**config.mk**
```make
export PLATFORM = sky130hd
export DESIGN_NAME = aes_batch_sequencer_flat
export DESIGN_NICKNAME = d
export VERILOG_FILES = /design/src/rtl/aes_seq_pkg.sv /design/src/rtl/aes_batch_sequencer_if.sv /design/src/rtl/aes_seq_timeout.sv /design/src/rtl/aes_batch_sequencer.sv /design/src/flat_wrapper.sv
export SDC_FILE = /design/constraint.sdc
export NUM_CORES = 1
export LEC_CHECK = 0
export ABC_AREA = 1
export CAP_MARGIN = 20
export CELL_PAD_IN_SITES_DETAIL_PLACEMENT = 1
export CELL_PAD_IN_SITES_GLOBAL_PLACEMENT = 1
export CORE_AREA = 2 2 216 218
export CTS_CLUSTER_DIAMETER = 200
export DETAILED_ROUTE_END_ITERATION = 16
export DIE_AREA = 0 0 218 220
export HOLD_SLACK_MARGIN = 0.12
export PLACE_DENSITY = 0.88
export REMOVE_ABC_BUFFERS = 1
export SKIP_LAST_GASP = 1
export SYNTH_ARGS = -nofsm -noshare
export SYNTH_HDL_FRONTEND = slang
export SYNTH_SLANG_ARGS = --single-unit
export TNS_END_PERCENT = 10
```
**constraint.sdc**
```tcl
create_clock -name crypto_clk -period 3.6 [get_ports crypto_clk]
set_clock_uncertainty 0.05 [all_clocks]
set_input_delay 0.72 -clock crypto_clk [delete_from_list [all_inputs] [get_ports crypto_clk]]
set_output_delay 0.72 -clock crypto_clk [all_outputs]
set_load 0.03 [all_outputs]
```
**src/rtl/aes_seq_pkg.sv**
```systemverilog
// Shared definitions for the AES batch sequencer: FSM states and text width.
package aes_seq_pkg;

    localparam int STATE_W       = 3;
    localparam int AES128_TEXT_W = 128;

    typedef enum logic [STATE_W-1:0] {
        IDLE      = 3'd0,
        LOAD      = 3'd1,
        WAIT_BUSY = 3'd2,
        RUN       = 3'd3,
        CAPTURE   = 3'd4
    } seq_state_e;

endpackage

```
**src/rtl/aes_batch_sequencer_if.sv**
```systemverilog
// Load/busy handshake between the batch sequencer (master) and the AES core (slave).
interface aes_batch_sequencer_if
    import aes_seq_pkg::*;
#(
    parameter int pTEXT_WIDTH = AES128_TEXT_W
);

    logic                   O_aes_load;
    logic [pTEXT_WIDTH-1:0] O_aes_pt;
    logic                   I_aes_busy;
    logic [pTEXT_WIDTH-1:0] I_aes_ct;

    modport master (
        output O_aes_load,
        output O_aes_pt,
        input  I_aes_busy,
        input  I_aes_ct
    );

    modport slave (
        input  O_aes_load,
        input  O_aes_pt,
        output I_aes_busy,
        output I_aes_ct
    );

endinterface

```
**src/rtl/aes_seq_timeout.sv**
```systemverilog
// Saturating up-counter; expire flags the enabled cycle on which the count would reach pLIMIT.
module aes_seq_timeout #(
    parameter int pLIMIT = 8
) (
    input  logic crypto_clk,
    input  logic resetn,
    input  logic clr,
    input  logic en,
    output logic expire
);

    localparam int CW = $clog2(pLIMIT + 1);

    logic [CW-1:0] cnt;

    always_ff @(posedge crypto_clk or negedge resetn) begin
        if (!resetn) begin
            cnt <= '0;
        end else if (clr) begin
            cnt <= '0;
        end else if (en && (cnt != CW'(pLIMIT))) begin
            cnt <= cnt + 1'b1;
        end
    end

    assign expire = en && (cnt == CW'(pLIMIT - 1));

endmodule

```
**src/rtl/aes_batch_sequencer.sv**
```systemverilog
// Runs the AES core through a batch of back-to-back encryptions from one start pulse,
// with optional ciphertext chaining, a scope trigger window, busy timeout and abort.
module aes_batch_sequencer
    import aes_seq_pkg::*;
#(
    parameter int pCNT_WIDTH  = 16,
    parameter int pTIMEOUT    = 8,
    parameter int pTEXT_WIDTH = AES128_TEXT_W
) (
    input  logic                   crypto_clk,
    input  logic                   resetn,
    input  logic                   I_start,
    input  logic                   I_abort,
    input  logic [pCNT_WIDTH-1:0]  I_batch_count,
    input  logic                   I_chain,
    input  logic                   I_trig_first_only,
    input  logic [pTEXT_WIDTH-1:0] I_textin,
    aes_batch_sequencer_if.master  core,
    output logic [pTEXT_WIDTH-1:0] O_cipherout,
    output logic [pCNT_WIDTH-1:0]  O_remaining,
    output logic                   O_busy,
    output logic                   O_done,
    output logic                   O_error,
    output logic                   O_trigger
);

    seq_state_e             state;
    logic [pTEXT_WIDTH-1:0] pt_q;
    logic                   load_q;
    logic                   chain_q;
    logic                   first_only_q;
    logic                   first_enc_q;
    logic                   expire;

    // Remaining count never wraps below zero, even for an all-ones batch.
    function automatic logic [pCNT_WIDTH-1:0] sat_dec(input logic [pCNT_WIDTH-1:0] v);
        return (v == '0) ? v : v - 1'b1;
    endfunction

    aes_seq_timeout #(
        .pLIMIT (pTIMEOUT)
    ) u_timeout (
        .crypto_clk (crypto_clk),
        .resetn     (resetn),
        .clr        (state == LOAD),
        .en         (state == WAIT_BUSY),
        .expire     (expire)
    );

    assign core.O_aes_load = load_q;
    assign core.O_aes_pt   = pt_q;

    always_ff @(posedge crypto_clk or negedge resetn) begin
        if (!resetn) begin
            state        <= IDLE;
            pt_q         <= '0;
            load_q       <= 1'b0;
            chain_q      <= 1'b0;
            first_only_q <= 1'b0;
            first_enc_q  <= 1'b0;
            O_cipherout  <= '0;
            O_remaining  <= '0;
            O_busy       <= 1'b0;
            O_done       <= 1'b0;
            O_error      <= 1'b0;
            O_trigger    <= 1'b0;
        end else begin
            load_q    <= 1'b0;
            // Trigger follows the state one cycle late: high over LOAD..RUN of qualifying runs.
            O_trigger <= ((state == LOAD) || (state == WAIT_BUSY) || (state == RUN)) &&
                         (!first_only_q || first_enc_q);

            if (I_abort) begin
                // Abort also swallows a coincident start; the core is left to finish alone.
                state   <= IDLE;
                O_busy  <= 1'b0;
                if (state != IDLE) begin
                    O_done  <= 1'b0;
                    O_error <= 1'b0;
                end
            end else begin
                case (state)
                    IDLE: begin
                        if (I_start) begin
                            O_done       <= (I_batch_count == '0);
                            O_error      <= 1'b0;
                            O_remaining  <= I_batch_count;
                            pt_q         <= I_textin;
                            chain_q      <= I_chain;
                            first_only_q <= I_trig_first_only;
                            first_enc_q  <= 1'b1;
                            if (I_batch_count != '0) begin
                                state  <= LOAD;
                                load_q <= 1'b1;
                                O_busy <= 1'b1;
                            end
                        end
                    end
                    LOAD: begin
                        state <= WAIT_BUSY;
                    end
                    WAIT_BUSY: begin
                        if (core.I_aes_busy) begin
                            state <= RUN;
                        end else if (expire) begin
                            state   <= IDLE;
                            O_busy  <= 1'b0;
                            O_error <= 1'b1;
                            O_done  <= 1'b1;
                        end
                    end
                    RUN: begin
                        if (!core.I_aes_busy) begin
                            state <= CAPTURE;
                        end
                    end
                    CAPTURE: begin
                        O_cipherout <= core.I_aes_ct;
                        O_remaining <= sat_dec(O_remaining);
                        first_enc_q <= 1'b0;
                        if (chain_q) begin
                            pt_q <= core.I_aes_ct;
                        end
                        if (sat_dec(O_remaining) == '0) begin
                            state  <= IDLE;
                            O_busy <= 1'b0;
                            O_done <= 1'b1;
                        end else begin
                            state  <= LOAD;
                            load_q <= 1'b1;
                        end
                    end
                    default: begin
                        state  <= IDLE;
                        O_busy <= 1'b0;
                    end
                endcase
            end
        end
    end

endmodule

```
**src/flat_wrapper.sv**
```systemverilog
// flat-port wrapper written by rule: the top's interface ports become plain ports
module aes_batch_sequencer_flat import aes_seq_pkg::*;
#(
    parameter int pCNT_WIDTH  = 16,
    parameter int pTIMEOUT    = 8,
    parameter int pTEXT_WIDTH = AES128_TEXT_W
)
  (crypto_clk, resetn, I_start, I_abort, I_batch_count, I_chain, I_trig_first_only, I_textin, O_cipherout, O_remaining, O_busy, O_done, O_error, O_trigger, core_O_aes_load, core_O_aes_pt, core_I_aes_busy, core_I_aes_ct);
  aes_batch_sequencer_if #(.pTEXT_WIDTH(pTEXT_WIDTH)) core_i ();
  input  logic crypto_clk;
  input  logic resetn;
  input  logic I_start;
  input  logic I_abort;
  input  logic [pCNT_WIDTH-1:0] I_batch_count;
  input  logic I_chain;
  input  logic I_trig_first_only;
  input  logic [pTEXT_WIDTH-1:0] I_textin;
  output logic [pTEXT_WIDTH-1:0] O_cipherout;
  output logic [pCNT_WIDTH-1:0] O_remaining;
  output logic O_busy;
  output logic O_done;
  output logic O_error;
  output logic O_trigger;
  output wire logic [$bits(core_i.O_aes_load)-1:0] core_O_aes_load;
  output wire logic [$bits(core_i.O_aes_pt)-1:0] core_O_aes_pt;
  input wire logic [$bits(core_i.I_aes_busy)-1:0] core_I_aes_busy;
  input wire logic [$bits(core_i.I_aes_ct)-1:0] core_I_aes_ct;
  assign core_O_aes_load = core_i.O_aes_load;
  assign core_O_aes_pt = core_i.O_aes_pt;
  assign core_i.I_aes_busy = core_I_aes_busy;
  assign core_i.I_aes_ct = core_I_aes_ct;
  aes_batch_sequencer #(.pCNT_WIDTH(pCNT_WIDTH), .pTIMEOUT(pTIMEOUT), .pTEXT_WIDTH(pTEXT_WIDTH)) u_core (.crypto_clk(crypto_clk), .resetn(resetn), .I_start(I_start), .I_abort(I_abort), .I_batch_count(I_batch_count), .I_chain(I_chain), .I_trig_first_only(I_trig_first_only), .I_textin(I_textin), .core(core_i), .O_cipherout(O_cipherout), .O_remaining(O_remaining), .O_busy(O_busy), .O_done(O_done), .O_error(O_error), .O_trigger(O_trigger));
endmodule
```
Word level (Yosys, flattened, before mapping)
Cells that the tools add are included.
{ "totals": {"register_bits": 287, "inputBits": 279} }
{ "op_classes": {"eq_ne": 17, "reduce_logical": 26, "n_addsub": 2, "n_mux": 40, "bitwise": 1} }
{ "ops": {"columns": ["operator", "count"], "rows": [
  ["2-to-1 mux 128 bit", 2],
  ["one-hot mux 128 bit (2 select lines)", 1],
  ["zero test 16 bit", 3],
  ["2-to-1 mux 16 bit", 2],
  ["one-hot mux 16 bit (2 select lines)", 1],
  ["2-to-1 mux 1 bit", 20],
  ["2-to-1 mux 3 bit", 6],
  ["nonzero test 16 bit", 1],
  ["subtractor 16 x 1 -> 16 bit (second input constant)", 1],
  ["one-hot mux 3 bit (5 select lines)", 1],
  ["AND reduction 6 bit", 2],
  ["!= test 3 x 2 -> 1 bit (second input constant)", 3],
  ["!= test 3 bit (second input constant)", 3],
  ["2-to-1 mux 4 bit", 2],
  ["AND reduction 4 bit", 2],
  ["equality test 3 x 2 -> 1 bit (second input constant)", 2],
  ["!= test 2 x 1 -> 1 bit (second input constant)", 3],
  ["one-hot mux 1 bit (2 select lines)", 3],
  ["AND reduction 3 bit", 2],
  ["nonzero test 3 bit", 2],
  ["AND reduction 5 bit", 1],
  ["adder 4 x 1 -> 4 bit (second input constant)", 1],
  ["equality test 4 x 3 -> 1 bit (second input constant)", 1],
  ["!= test 4 x 3 -> 1 bit (second input constant)", 1],
  ["other kinds (15)", 20]
]} }

Depth between registers and ports, before layout
{ "depth": {"ltp_word": 6, "mapped_depth": 15, "mapped_depth_nobuf": 15} }

Hierarchy
Synthesis repeated with hierarchy kept, for this count alone.
{ "unflattened": {"cells_unflattened": 1430, "area_unflattened_um2": 12408.2} }
{ "modules_own_cells": {"columns": ["mod", "instances", "area_per_inst_um2", "seq_area_each_um2", "cells_per_inst"], "rows": [
  ["aes_batch_sequencer", 1, 12139.1, 7081.8, 1393],
  ["aes_seq_timeout", 1, 269.0, 100.1, 37]
]} }

Worst setup path before layout
No wires, ideal clock.
{ "synth_path": {"kind": "reg-to-reg", "startpoint": "register u_core.O_remaining[0]", "endpoint": "register u_core.O_busy", "setup_time_ps": 118, "arrival_time_ps": 1890, "stages_incl_launch_ff": 16, "path_slack_ps": 1542, "path_cell_list": "dfrtp_1 inv_1 ha_1 nand2_1 nor2_1 nand2_1 nand2_1 nand2_1 nand2_1 nand2_1 nor2_1 nand3_1 nand2_1 nand2_1 nand2_1 nand2_1"} }
{ "synth_between": {"elab_chain_len": 5} }
{ "synth_lines": {"columns": ["element", "line", "text"], "rows": [
  ["start: declaration", "aes_batch_sequencer.sv:20", "output logic [pCNT_WIDTH-1:0] O_remaining,"],
  ["start signal: assignment", "aes_batch_sequencer.sv:87", "O_remaining <= I_batch_count;"],
  ["start signal: assignment", "aes_batch_sequencer.sv:119", "O_remaining <= sat_dec(O_remaining);"],
  ["subtractor 16 x 1 -> 16 bit or zero test 16 bit (tied branches)", "aes_batch_sequencer.sv:37", "return (v == '0) ? v : v - 1'b1;"],
  ["2-to-1 mux 16 bit *", null, null],
  ["zero test 16 bit *", "aes_batch_sequencer.sv:124", "if (sat_dec(O_remaining) == '0) begin"],
  ["!= test 3 x 2 -> 1 bit (no source line) *", null, null],
  ["AND reduction 6 bit (no source line) *", null, null],
  ["end signal: assignment", "aes_batch_sequencer.sv:107", "O_busy <= 1'b0;"],
  ["end signal: assignment", "aes_batch_sequencer.sv:126", "O_busy <= 1'b0;"],
  ["end signal: assignment", "aes_batch_sequencer.sv:135", "O_busy <= 1'b0;"],
  ["end: declaration", "aes_batch_sequencer.sv:21", "output logic O_busy,"]
]} }
Every way passes the cells marked *; elsewhere a longest branch is shown, timed or not.
A chain may end at the register's enable or synchronous reset.

Worst setup path in the final report
{ "layout_path": {"startpoint": "register u_core.state[0]", "endpoint": "register u_core.pt_q[117] (netlist: u_core.core.O_aes_pt[117])"} }
{ "layout_between": {"elab_chain_len": 3} }
{ "layout_lines": {"columns": ["element", "line", "text"], "rows": [
  ["start: declaration", "aes_batch_sequencer.sv:27", "seq_state_e state;"],
  ["start signal: assignment", "aes_batch_sequencer.sv:55", "state <= IDLE;"],
  ["start signal: assignment", "aes_batch_sequencer.sv:75", "state <= IDLE;"],
  ["start signal: assignment", "aes_batch_sequencer.sv:93", "state <= LOAD;"],
  ["equality test 3 bit or zero test 3 bit (tied branches)", "aes_batch_sequencer.sv:82", "case (state)"],
  ["!= test 2 x 1 -> 1 bit (no source line), or another cell as far along", null, null],
  ["AND reduction 4 bit (no source line)", null, null],
  ["end signal: assignment", "aes_batch_sequencer.sv:88", "pt_q <= I_textin;"],
  ["end signal: assignment", "aes_batch_sequencer.sv:122", "pt_q <= core.I_aes_ct;"],
  ["end: declaration", "aes_batch_sequencer.sv:28", "logic [pTEXT_WIDTH-1:0] pt_q;"]
]} }
Several ways; a longest one is shown, not always the timed one.

==> insert_results.sql <==
INSERT INTO impl_metrics (metric_group, metric, value, unit) VALUES
('finish', 'ratio_of_cells_with_drive_above_1_in_the_final_layout', '10.56', '%'),
('sta', 'timing_worst_slew_pin_value', '0.9894', 'ns'),
('critical_path', 'required', '3.94', 'ns'),
('global_route', 'vias_in_the_first_global_route', '14182', ''),
('detailed_routing', 'maxUsedRoutingLayer', 'met5', ''),
('floorplan', 'core-area', '0.04586', 'mm2'),
('sta', 'final_max_slew_viol_count', '0', ''),
('floorplan', 'i_o_pin_total', '556', ''),
('clock_network', 'cts_made_buffers', '35', ''),
('clock_network', 'clk_transition_reported_paths', '0.07', 'ns'),
('critical_path', 'path_delay_family', 'compound AO/OA/AOI/OAI gates', ''),
('detailed_routing', 'wire_per_inst', '20.67', 'um'),
('placed_design', 'portBuffers', '555', ''),
('floorplan', 'core.rowCount', '79', ''),
('clock_network', 'cts.htree.levels', '2', ''),
('finish', 'final_cell_count_no_fill', '2597', ''),
('critical_path', 'count_of_buffering_cells_on_the_critical_path_with_inverters_included', '3', ''),
('critical_path', 'list_of_cells_traversed_by_the_critical_path', 'nor2_2 > inv_2 > nor2_4 > inv_8 > o21ai_4 > buf_12 > mux2_1', ''),
('detailed_routing', 'met2_wirelength', '26.89', 'mm'),
('global_route', 'global_route_wire_length_before_repair', '81.25', 'mm'),
('status', 'outcome', 'completed', ''),
('critical_path', 'critPathCaptureType', 'flop', ''),
('sta', 'min_period_over_period', '76.38', '%'),
('detailed_routing', 'met1_length', '20.71', 'mm'),
('critical_path', 'critical_path.startpoint_type', 'flop', ''),
('global_route', 'globalRouteOverflowTotal', '0', ''),
('job', 'cap_viol_max_count', '0', ''),
('floorplan', 'die_h', '220', 'um'),
('detailed_routing', 'vias', '12763', ''),
('worst_hold_path', 'timing.hold.worst.class', 'input pin to asynchronous set/reset pin', ''),
('sta', 'achievable-frequency', '363.7', 'MHz'),
('power', 'max-vdd-ir-drop', '594.0', 'uV'),
('floorplan', 'die-area', '0.04796', 'mm2'),
('sta', 'worst_hold_slack', '0.1311', 'ns'),
('synth', 'syn_area_per_cell', '9.495', 'um2'),
('clock_network', 'clock_tree_from_tritoncts', 'built', ''),
('global_route', 'grt_util_all_layers', '21.76', '%'),
('critical_path', 'timing.critical_path.slowest_cell_delay', '0.77', 'ns'),
('clock_network', 'post_cts_resized', '0', ''),
('critical_path', 'cell_with_the_largest_stage_delay_on_the_worst_path', 'sky130_fd_sc_hd__o21ai_4', ''),
('critical_path', 'timing.setup.critical_path_class', 'flop to flop', ''),
('global_route', 'grt_antenna_before_repair', '4', ''),
('detailed_routing', 'drt_iter0_drc', '803', ''),
('synth', 'postSynthCellCount', '1438', ''),
('detailed_routing', 'route.detailed.drc', '0', ''),
('critical_path', 'worstPathMaxFanout', '35', ''),
('detailed_routing', 'drt_first_pass_iters', '4', ''),
('clock_network', 'root_buffer', 'sky130_fd_sc_hd__clkbuf_16', ''),
('sta', 'fin_crit', '2.750', 'ns'),
('clock_network', 'cts.repair_timing.setup_buffer_count', '0', ''),
('sta', 'setup_tns', '0', 'ns'),
('synth', 'synth_seq_cells', '287', ''),
('critical_path', 'arrival', '3.09', 'ns'),
('placed_design', 'dp_hpwl', '37.96', 'mm'),
('detailed_routing', 'antenna_nets_post_route', '0', ''),
('floorplan', 'die_x', '218', 'um'),
('clock_network', 'worst_skew_pair.late_latency', '0.53', 'ns'),
('sta', 'rsz0062_at_grt', 'no', ''),
('synth', 'ys.warnings.count', '0', ''),
('finish', 'area_delta_synth_final', '53.11', '%'),
('synth', 'synth.distinct_cells', '33', ''),
('synth', 'ys_seq_area_share', '52.60', '%'),
('clock_network', 'cts_buffer_depth', '3', ''),
('finish', 'num-nets-final', '2247', ''),
('sta', 'final-hold-violation-count', '0', ''),
('detailed_routing', 'mean_number_of_vias_per_cell', '4.915', ''),
('sta', 'relSlewSlack', '33.79', '%'),
('power', 'cellLeakagePower', '9.573', 'nW'),
('power', 'power.density_cell_area', '856.8', 'mW/mm2'),
('clock_network', 'cts_hold_buffers', '0', ''),
('sta', 'final-setup-viol-count', '0', ''),
('detailed_routing', 'sum_of_met3_wire_segment_lengths_after_detailed_routing', '4.152', 'mm'),
('global_route', 'grt_max_degree', '166', ''),
('finish', 'final_core_occ', '45.58', '%'),
('floorplan', 'initial_core_util', '29.77', '%'),
('placed_design', 'finalWeightedCongestion', '0.9127', ''),
('clock_network', 'number_of_sinks_driven_by_the_clock_tree', '287', ''),
('detailed_routing', 'wirelength', '53.69', 'mm'),
('synth', 'mappedNetlistArea', '0.01365', 'mm2'),
('placed_design', 'dp_cells', '2533', '');
## sequential cells by signal, summed over array words and instances (netlist names)
register and cells:
u_core.O_busy 1, u_core.O_error 1, u_core.u_timeout.cnt 4, u_core.core.O_aes_load 1, u_core.O_remaining 16, u_core.first_only_q 1, u_core.first_enc_q 1, u_core.state 3
u_core.O_done 1, u_core.O_trigger 1, u_core.O_cipherout 128, u_core.chain_q 1, u_core.core.O_aes_pt 128
## stage by stage
step	power, mW	worst slack [ns]	cell area [um2]
after floorplan	10.21	-4.480	13080
after global placement	13.91	0.6702	19700
after detailed placement	14.25	0.5823	19700
after CTS	18.05	0.8319	20870
after global routing	18.73	0.7277	20900
final	17.91	0.8505	20900
## worst paths after layout
kind | depth (start not counted) | from | slack, ns | end
worst max-delay path | 7 | u_core.state[0] | 0.85 | u_core.core.O_aes_pt[117]
worst min-delay path | 1 | resetn | 0.13 | u_core.O_remaining[1]
worst max register to register | 7 | u_core.state[0] | 0.85 | u_core.core.O_aes_pt[117]
worst min register to register | 1 | u_core.first_only_q | 0.43 | u_core.O_trigger
max in group asynchronous | 2 | resetn | 2.52 | u_core.O_cipherout[23]
min in group crypto_clk | 1 | u_core.first_only_q | 0.43 | u_core.O_trigger
## cell usage in the layout, fill, tap and decap left out, types with 7 or more instances in the layout
cell | netlist | layout
sky130_fd_sc_hd__mux2_2 | 10 | 10
sky130_fd_sc_hd__dfrtp_1 | 287 | 287
sky130_fd_sc_hd__buf_12 | 10 | 8
sky130_fd_sc_hd__nand2_1 | 477 | 477
sky130_fd_sc_hd__o22ai_1 | 13 | 13
sky130_fd_sc_hd__mux2_4 | 104 | 104
sky130_fd_sc_hd__a21oi_1 | 22 | 22
sky130_fd_sc_hd__clkbuf_16 | 0 | 37
sky130_fd_sc_hd__nand3_1 | 23 | 23
sky130_fd_sc_hd__clkinv_2 | 0 | 7
sky130_fd_sc_hd__o21ai_0 | 283 | 283
sky130_fd_sc_hd__inv_1 | 29 | 29
sky130_fd_sc_hd__buf_4 | 1 | 18
sky130_fd_sc_hd__nor2_1 | 50 | 50
sky130_fd_sc_hd__mux2_1 | 16 | 16
sky130_fd_sc_hd__clkdlybuf4s50_1 | 0 | 553
## routing by layer
metal | vias to the layer above | GRT usage [%]
met5 | - | 0
li1 | 5811 | -
met4 | 4 | 9.206
met1 | 6393 | 24.86
met3 | 104 | 6.749
met2 | 451 | 37.60
## synth_stat cells
cell type | count | area, um2
sky130_fd_sc_hd__nand2_1 | 477 | 1790
sky130_fd_sc_hd__dfrtp_1 | 287 | 7182
sky130_fd_sc_hd__o21ai_0 | 283 | 1416
sky130_fd_sc_hd__mux2_4 | 104 | 1562
sky130_fd_sc_hd__clkbuf_1 | 55 | 206.5
sky130_fd_sc_hd__nor2_1 | 50 | 187.7
sky130_fd_sc_hd__inv_1 | 29 | 108.9
sky130_fd_sc_hd__nand3_1 | 23 | 115.1
sky130_fd_sc_hd__a21oi_1 | 22 | 110.1
sky130_fd_sc_hd__buf_2 | 21 | 105.1
sky130_fd_sc_hd__mux2_1 | 16 | 180.2
sky130_fd_sc_hd__o22ai_1 | 13 | 81.33
sky130_fd_sc_hd__buf_12 | 10 | 200.2
sky130_fd_sc_hd__mux2_2 | 10 | 112.6
sky130_fd_sc_hd__ha_1 | 4 | 50.05
sky130_fd_sc_hd__inv_2 | 4 | 15.01
sky130_fd_sc_hd__nor3_1 | 4 | 20.02
sky130_fd_sc_hd__a31oi_1 | 3 | 18.77
sky130_fd_sc_hd__buf_6 | 3 | 33.78
sky130_fd_sc_hd__xor2_1 | 3 | 26.28
sky130_fd_sc_hd__a211oi_1 | 2 | 15.01
sky130_fd_sc_hd__buf_1 | 2 | 7.510
sky130_fd_sc_hd__nor2_2 | 2 | 12.51
sky130_fd_sc_hd__or2_2 | 2 | 12.51
sky130_fd_sc_hd__a22oi_1 | 1 | 7.510
sky130_fd_sc_hd__buf_4 | 1 | 7.510
sky130_fd_sc_hd__buf_8 | 1 | 15.01
sky130_fd_sc_hd__nand4_1 | 1 | 6.260
sky130_fd_sc_hd__nor2_4 | 1 | 11.26
sky130_fd_sc_hd__o21a_1 | 1 | 7.510
sky130_fd_sc_hd__o21ai_1 | 1 | 5.000
sky130_fd_sc_hd__o21ai_4 | 1 | 16.27
sky130_fd_sc_hd__o31ai_1 | 1 | 7.510
## area by class of cell
cell class,count,area (um2)
clock inverter,16,173.9
sequential,287,7182
tap,607,759.5
timing repair buffer,582,5884
fill,5198,24960
multi-input combinational,1025,5772
clock buffer,45,996.0
inverter,33,131.4
antenna,2,5.005
## report_power, final
part,leakage [nW],internal [mW],switching (mW)
clock network,0.573,2.18,1.46
logic,5.37,3.87,4.92
registers,3.63,4.54,0.943
## cells by family (layout without fill, tap and decap cells)
group,Yosys count,after routing,synth area share [%]
simple gates,560,560,15.79
flops,287,287,52.60
mux,130,130,13.58
xor+xnor,3,3,0.1925
buf+inv,126,676,5.123
fa+ha+maj,4,4,0.3666
compound gates,328,328,12.34
other cells,0,2,0
Note: power is estimated with default switching activity, not from simulation.
